==> config.mk <==
export PLATFORM = sky130hd
export DESIGN_NAME = led_pwm_ctrl
export DESIGN_NICKNAME = d
export VERILOG_FILES = /design/src/rtl/led_ctrl_pkg.sv /design/src/rtl/led_pwm_chan.sv /design/src/rtl/led_pwm_ctrl.sv
export SDC_FILE = /design/constraint.sdc
export NUM_CORES = 1
export LEC_CHECK = 0
export CAP_MARGIN = 20
export CORE_MARGIN = 1
export CORE_UTILIZATION = 35
export CTS_CLUSTER_DIAMETER = 150
export DETAILED_ROUTE_END_ITERATION = 12
export RECOVER_POWER = 25
export SYNTH_ARGS = -nofsm -noshare
export SYNTH_HDL_FRONTEND = slang
export SYNTH_SLANG_ARGS = --single-unit
==> constraint.sdc <==
create_clock -name clk -period 5.75 [get_ports clk]
set_input_delay 1.15 -clock clk [delete_from_list [all_inputs] [get_ports clk]]
set_output_delay 1.15 -clock clk [all_outputs]
set_load 0.005 [all_outputs]
==> src/rtl/led_ctrl_pkg.sv <==
// rtl/led_ctrl_pkg.sv - shared constants and helpers for the LED PWM sequencer
package led_ctrl_pkg;

    localparam logic [2:0] ADDR_CTRL    = 3'd0;
    localparam logic [2:0] ADDR_DUTY_R  = 3'd1;
    localparam logic [2:0] ADDR_DUTY_G  = 3'd2;
    localparam logic [2:0] ADDR_DUTY_B  = 3'd3;
    localparam logic [2:0] ADDR_DUTY_IR = 3'd4;
    localparam logic [2:0] ADDR_MODE    = 3'd5;
    localparam logic [2:0] ADDR_RATE    = 3'd6;
    localparam logic [2:0] ADDR_STATUS  = 3'd7;

    localparam int NUM_CH     = 4;
    localparam int BLINK_MULT = 16;

    typedef enum logic [1:0] {
        MODE_STATIC     = 2'b00,
        MODE_BLINK      = 2'b01,
        MODE_BREATHE    = 2'b10,
        MODE_STATIC_ALT = 2'b11
    } led_mode_e;

    typedef enum logic {
        ENV_UP   = 1'b0,
        ENV_DOWN = 1'b1
    } env_dir_e;

    // Breathe scaling: 8x8 product truncated to its upper byte.
    function automatic logic [7:0] scale_duty(input logic [7:0] duty, input logic [7:0] env);
        logic [15:0] prod;
        prod = {8'h00, duty} * {8'h00, env};
        return prod[15:8];
    endfunction

endpackage

==> src/rtl/led_pwm_chan.sv <==
// rtl/led_pwm_chan.sv - one PWM channel with static/blink/breathe duty selection
module led_pwm_chan
    import led_ctrl_pkg::*;
#(
    parameter int FRAME_BITS = 8
) (
    input  logic                  clk,
    input  logic                  resetn,
    input  logic [FRAME_BITS-1:0] cnt_i,
    input  logic [7:0]            duty_i,
    input  logic [1:0]            mode_i,
    input  logic                  phase_on_i,
    input  logic [7:0]            env_i,
    input  logic                  en_i,
    output logic                  pwm_o
);

    localparam int CW = (FRAME_BITS > 8) ? FRAME_BITS : 8;

    logic [7:0] eff_duty;
    logic       phase_ok;
    logic       pwm_d;
    logic       pwm_q;

    always_comb begin
        eff_duty = duty_i;
        phase_ok = 1'b1;
        case (led_mode_e'(mode_i))
            MODE_BLINK:   phase_ok = phase_on_i;
            MODE_BREATHE: eff_duty = scale_duty(duty_i, env_i);
            default:      ;
        endcase
        pwm_d = en_i && phase_ok && (CW'(cnt_i) < CW'(eff_duty));
    end

    always_ff @(posedge clk or negedge resetn) begin
        if (!resetn) begin
            pwm_q <= 1'b0;
        end else begin
            pwm_q <= pwm_d;
        end
    end

    assign pwm_o = pwm_q;

endmodule

==> src/rtl/led_pwm_ctrl.sv <==
// rtl/led_pwm_ctrl.sv - register-programmable RGB/IR PWM sequencer with blink and breathe
module led_pwm_ctrl
    import led_ctrl_pkg::*;
#(
    parameter int PRESCALE   = 47,
    parameter int FRAME_BITS = 8
) (
    input  logic       clk,
    input  logic       resetn,
    input  logic [2:0] reg_addr,
    input  logic [7:0] reg_wdata,
    input  logic       reg_wr,
    input  logic       reg_rd,
    output logic [7:0] reg_rdata,
    output logic       reg_ack,
    output logic       red_o,
    output logic       green_o,
    output logic       blue_o,
    output logic       ir_o
);

    localparam int PW = (PRESCALE > 0) ? $clog2(PRESCALE + 1) : 1;

    logic                   en_q;
    logic                   en_d;
    logic [NUM_CH-1:0][7:0] duty_q;
    logic [NUM_CH-1:0][7:0] duty_sh_q;
    logic [7:0]             mode_q;
    logic [7:0]             mode_sh_q;
    logic [7:0]             rate_q;
    logic [PW-1:0]          pre_q;
    logic [FRAME_BITS-1:0]  cnt_q;
    logic [11:0]            fcnt_q;
    logic [7:0]             scnt_q;
    logic [7:0]             env_q;
    env_dir_e               dir_q;
    logic                   phase_q;
    logic                   run_q;
    logic [7:0]             rdata_q;
    logic                   ack_q;
    logic [7:0]             rd_val;
    logic                   active;
    logic                   tick;
    logic                   frame_start;
    logic [11:0]            blink_lim;
    logic [NUM_CH-1:0]      pwm;

    assign en_d        = (reg_wr && (reg_addr == ADDR_CTRL)) ? reg_wdata[0] : en_q;
    assign active      = en_q && en_d;
    assign tick        = (pre_q == PW'(PRESCALE));
    assign frame_start = tick && (&cnt_q);
    assign blink_lim   = ({4'h0, rate_q} + 12'd1) * 12'(BLINK_MULT) - 12'd1;

    always_comb begin
        rd_val = 8'h00;
        case (reg_addr)
            ADDR_CTRL:    rd_val = {7'b0, en_q};
            ADDR_DUTY_R:  rd_val = duty_q[0];
            ADDR_DUTY_G:  rd_val = duty_q[1];
            ADDR_DUTY_B:  rd_val = duty_q[2];
            ADDR_DUTY_IR: rd_val = duty_q[3];
            ADDR_MODE:    rd_val = mode_q;
            ADDR_RATE:    rd_val = rate_q;
            default:      rd_val = {6'b0, dir_q, phase_q};
        endcase
    end

    // Read data is sampled before the write commits, so a combined strobe returns the old value.
    always_ff @(posedge clk or negedge resetn) begin
        if (!resetn) begin
            en_q    <= 1'b0;
            duty_q  <= '0;
            mode_q  <= 8'h00;
            rate_q  <= 8'h00;
            rdata_q <= 8'h00;
            ack_q   <= 1'b0;
        end else begin
            ack_q   <= reg_wr || reg_rd;
            rdata_q <= reg_rd ? rd_val : 8'h00;
            en_q    <= en_d;
            if (reg_wr) begin
                case (reg_addr)
                    ADDR_DUTY_R:  duty_q[0] <= reg_wdata;
                    ADDR_DUTY_G:  duty_q[1] <= reg_wdata;
                    ADDR_DUTY_B:  duty_q[2] <= reg_wdata;
                    ADDR_DUTY_IR: duty_q[3] <= reg_wdata;
                    ADDR_MODE:    mode_q    <= reg_wdata;
                    ADDR_RATE:    rate_q    <= reg_wdata;
                    default:      ;
                endcase
            end
        end
    end

    // Phase bit 0 means lit. The first frame start only loads shadows; effects advance from the second.
    always_ff @(posedge clk or negedge resetn) begin
        if (!resetn) begin
            pre_q     <= '0;
            cnt_q     <= '0;
            fcnt_q    <= '0;
            scnt_q    <= '0;
            env_q     <= '0;
            dir_q     <= ENV_UP;
            phase_q   <= 1'b0;
            run_q     <= 1'b0;
            duty_sh_q <= '0;
            mode_sh_q <= '0;
        end else if (!active) begin
            pre_q     <= '0;
            cnt_q     <= '0;
            fcnt_q    <= '0;
            scnt_q    <= '0;
            env_q     <= '0;
            dir_q     <= ENV_UP;
            phase_q   <= 1'b0;
            run_q     <= 1'b0;
            duty_sh_q <= '0;
            mode_sh_q <= '0;
        end else begin
            pre_q <= tick ? '0 : pre_q + PW'(1);
            if (tick) begin
                cnt_q <= cnt_q + FRAME_BITS'(1);
            end
            if (frame_start) begin
                duty_sh_q <= duty_q;
                mode_sh_q <= mode_q;
                run_q     <= 1'b1;
                if (run_q) begin
                    if (fcnt_q >= blink_lim) begin
                        fcnt_q  <= '0;
                        phase_q <= ~phase_q;
                    end else begin
                        fcnt_q <= fcnt_q + 12'd1;
                    end
                    if (scnt_q >= rate_q) begin
                        scnt_q <= '0;
                        if (dir_q == ENV_UP) begin
                            if (env_q == 8'hFF) begin
                                dir_q <= ENV_DOWN;
                                env_q <= 8'hFE;
                            end else begin
                                env_q <= env_q + 8'd1;
                            end
                        end else begin
                            if (env_q == 8'h00) begin
                                dir_q <= ENV_UP;
                                env_q <= 8'h01;
                            end else begin
                                env_q <= env_q - 8'd1;
                            end
                        end
                    end else begin
                        scnt_q <= scnt_q + 8'd1;
                    end
                end
            end
        end
    end

    for (genvar g = 0; g < NUM_CH; g++) begin : g_chan
        led_pwm_chan #(
            .FRAME_BITS(FRAME_BITS)
        ) u_chan (
            .clk        (clk),
            .resetn     (resetn),
            .cnt_i      (cnt_q),
            .duty_i     (duty_sh_q[g]),
            .mode_i     (mode_sh_q[2*g +: 2]),
            .phase_on_i (~phase_q),
            .env_i      (env_q),
            .en_i       (en_d),
            .pwm_o      (pwm[g])
        );
    end

    assign reg_rdata = rdata_q;
    assign reg_ack   = ack_q;
    assign red_o     = pwm[0];
    assign green_o   = pwm[1];
    assign blue_o    = pwm[2];
    assign ir_o      = pwm[3];

endmodule

==> results.md <==
* Met2 GRT Util at 30.0%
* Status: finished with violations
* Worst hold path cell count at 1
* Antenna diodes at 0
* Delay-heaviest family, CP: adder cells
* Critical path arrival at 5.83 ns
* LEAKAGE at 8.83 nW
* # setup viols final at 0
* Simple-gate share of the synthesized area at 19.9%
* Worst path depth at 24
* Initial antenna violation count at 1
* Tmin final at 5.52 ns
* Congestion Overflow GR at 0
* Most frequent cells in the layout: and2_1, inv_1, ha_1, nand2_1, dfrtp_1
* Failing checks: max-capacitance violations, max-slew violations
* Fin. Hold Viols at 0
* Starting Density at 35.6%
* Post-route setup TNS at 0 ns
* Design Power at 3.14 mW
* GR Util met1 at 24.8%
* Startpoint Class: flip-flop
* IO Count at 28
* Worst Skew at 0.00935 ns
* Final instance area at 18200 sq um
* GR Util met3 at 2.45%
* GRT Max-Usage Layer: met2
* Mux contribution to synthesized area at 5.70%
* Largest family of logic cells by synthesized area: adder cells
* Synth Flop Type: dfrtp_1
* Critical path's largest stage delay at 0.52 ns
* Synth Area in Compound Gates at 11.2%
* CTS Buf Count at 17
* Vias per cell at 5.28
* Fin util at 39.9%
* CTS tree: done
* Fraction of layout cells with a size suffix above 1 at 11.2%
* Post-synth cell types at 76
* Post-Synth Adder-Cell Area at 31.5%
* CTS Hold Bufs at 0
* Synthesized instance count at 1759
* First-pass GRT wire length at 68.9 mm
* Crit path top cell by count: fa_1
* Placed Area at 17300 sq um
* Tightest Pin Transition at 2.59 ns
* Site Rows at 78
* Die Width at 217 um
* Post-synth EDFFs at 0
* Clk sinks at 147
* Clk_lat worst skew at 0.43 ns
* Final period utilization at 95.9%
* Fmax at 181 MHz
* Netlist Area Pre-Place at 16200 sq um
* Worst-path clk slew at 0.06 ns
* Post-synth ARST share at 100%
* Drt pass-1 iters at 5
* Critical Path RT at 6.06 ns
* Die area at 47200 sq um
* Drt wl/cell at 17.8 um
* Xor/xnor share of the synthesized area at 2.43%
* Switch share at 33.3%
* H-tree depth at 4
* Initial DRC count at 692
* Routability-driven placement congestion ratio at 0.866
* Fillers at 4541
* Worst hold-check path type: flip-flop to flip-flop
* Buf+Inv Stages, Crit Path at 6
* Final WL at 42.6 mm
* Register area share after synthesis at 22.7%
* Tot GR Track Use at 18.5%
* Commonest non-fill, non-tap cell in the layout: and2_1
* Syn_area_per_cell at 9.23 sq um
* Area grow syn2layout at 12.1%
* Max-slew violations at 102
* Syn Nets at 2098
* DRC Markers at 0
* Power share of the clock group at 34.6%
* Die Y-Extent at 217 um
* Maximum vdd drop at 0.000252 V
* Logic pwr share at 23.9%
* Clock Tree Buf Depth at 2
* Post-synthesis register bit count at 147
* R2r worst-path depth at 24
* Setup CP Type: flip-flop to flip-flop
* Root buf cell: clkbuf_16
* Ordered list of cells on the worst path: clkbuf_2 -> buf_12 -> nand2_1 -> fa_1 -> fa_1 -> inv_1 -> fa_1 -> inv_1 -> fa_1 -> inv_1 -> ha_1 -> a21o_1 -> a21oi_1 -> o21ai_2 -> buf_4 -> a21oi_1 -> o21ai_0 -> a32oi_1 -> ha_1 -> nand4_1 -> a31oi_1 -> nand4_1 -> a31oi_1 -> nor2_1
* Max Cap Viol at 1
* Seq pwr share at 41.5%
* Detail Route Antenna Nets at 0
* Rel. slew slack at -72.6%
* P_int at 2.10 mW
* Vias at 12663
* P_sw at 1.05 mW
* Setup crit end kind: flip-flop
* Final Net Count at 2125
* Core Footprint at 45600 sq um
* Post-DP HPWL at 32.2 mm
* CP max stage cell: fa_1
* Port Buffer Count at 27
* Hold WS at 0.481 ns
* Largest net degree at the start of global routing at 109
* Vias in the first global route at 12990
* Pwr Density at 173 nW/um^2
* Syn. warnings at 0
* Crit-path max FO at 19
-- cell usage after synthesis, types with 5 or more instances --
library cell / n / share of area, %
inv_1: 198 / 4.6
nand3_1: 20 / 0.62
nand2b_1: 14 / 0.54
o21a_1: 5 / 0.23
a221oi_1: 7 / 0.38
dfrtp_1: 147 / 23
nor3b_1: 5 / 0.23
buf_1: 9 / 0.21
and2_1: 219 / 8.4
a21oi_1: 107 / 3.3
mux2_2: 57 / 4.0
ha_1: 184 / 14
nor3_1: 18 / 0.56
nor2b_1: 17 / 0.66
xor2_1: 18 / 0.97
mux2i_1: 26 / 1.6
buf_2: 5 / 0.15
o21ai_0: 42 / 1.3
a31oi_1: 13 / 0.50
clkbuf_1: 67 / 1.5
nand4_1: 21 / 0.81
a21o_1: 17 / 0.79
and4_1: 5 / 0.27
fa_1: 140 / 17
and3_1: 9 / 0.35
o22ai_1: 5 / 0.19
a211oi_1: 10 / 0.46
o31ai_1: 5 / 0.23
xnor2_1: 27 / 1.5
nor4_1: 6 / 0.23
nand2_1: 178 / 4.1
nor2_1: 60 / 1.4
-- logic make-up (layout without fill, tap and decap cells) --
kind of cell	after synthesis	in the layout
AOI/OAI and AO/OA	276	276
xor gates and xnor gates	45	45
adders and majority gates	324	324
buffers and inverters	282	322
DFF	147	147
muxes	84	84
and+or+nand+nor	601	601
-- sequential cells by signal (all words and copies together), names as in the netlist --
name                 count
en_q                     1
env_q                    8
g_chan.u_chan.pwm_o      4
reg_ack                  1
cnt_q                    8
rate_q                   8
phase_q                  1
duty_sh_q               32
scnt_q                   8
duty_q                  32
run_q                    1
mode_sh_q                8
fcnt_q                  12
reg_rdata                8
pre_q                    6
dir_q                    1
mode_q                   8
-- power groups by stage --
stage               logic (mW)  clock network, mW  registers [mW]
floorplan                0.497                  0            1.24
global placement         0.685                  0            1.31
detailed placement       0.698                  0            1.32
CTS                      0.705               1.11            1.30
global route             0.831               1.15            1.32
finish                   0.753               1.09            1.30
-- layer usage --
layer  vias up  share of wire, %
met5         -                 0
li1       5943                 -
met1      6364                46
met4         0               3.4
met2       293                46
met3        63               4.4
-- final cells by class --
class | count | area (sq um) | share of cell area [%]
clock buffers | 21 | 470 | 2.59
clock inverters | 11 | 101 | 0.557
inverters | 198 | 743 | 4.09
multi-input cells | 1330 | 11600 | 63.8
flip-flops and latches | 147 | 3690 | 20.3
well taps | 600 | 751 | 4.13
repair buffers | 92 | 825 | 4.53
-- worst paths after layout --
| path | to | startpoint | slack (ns) |
|---|---|---|---|
| worst max-delay path | g_chan[2].u_chan.pwm_o | env_q[2] | 0.23 |
| worst min-delay path | pre_q[0] | pre_q[0] | 0.48 |
| worst max register to register | g_chan[2].u_chan.pwm_o | env_q[2] | 0.23 |
| worst min register to register | pre_q[0] | pre_q[0] | 0.48 |
| max in group asynchronous | env_q[2] | resetn | 2.11 |
| min in group asynchronous | duty_sh_q[7] | resetn | 0.62 |
-- through the flow --
| step | worst slack (ns) | std cells |
|---|---|---|
| after floorplan | 0.0329 | 1759 |
| after CTS | 0.0222 | 2385 |
| after global routing | -0.0294 | 2399 |
| after global placement | 0.170 | 2353 |
| after detailed placement | 0.0119 | 2353 |
| final | 0.233 | 2399 |
-- timing repair --
action / in CTS / in global routing
endpoints found under the setup margin: 0 / 4
buffers inserted: 0 / 12
endpoints found under the hold margin: 0 / 0
resized for setup: 0 / 45
Power figures use the tool's default switching activity.
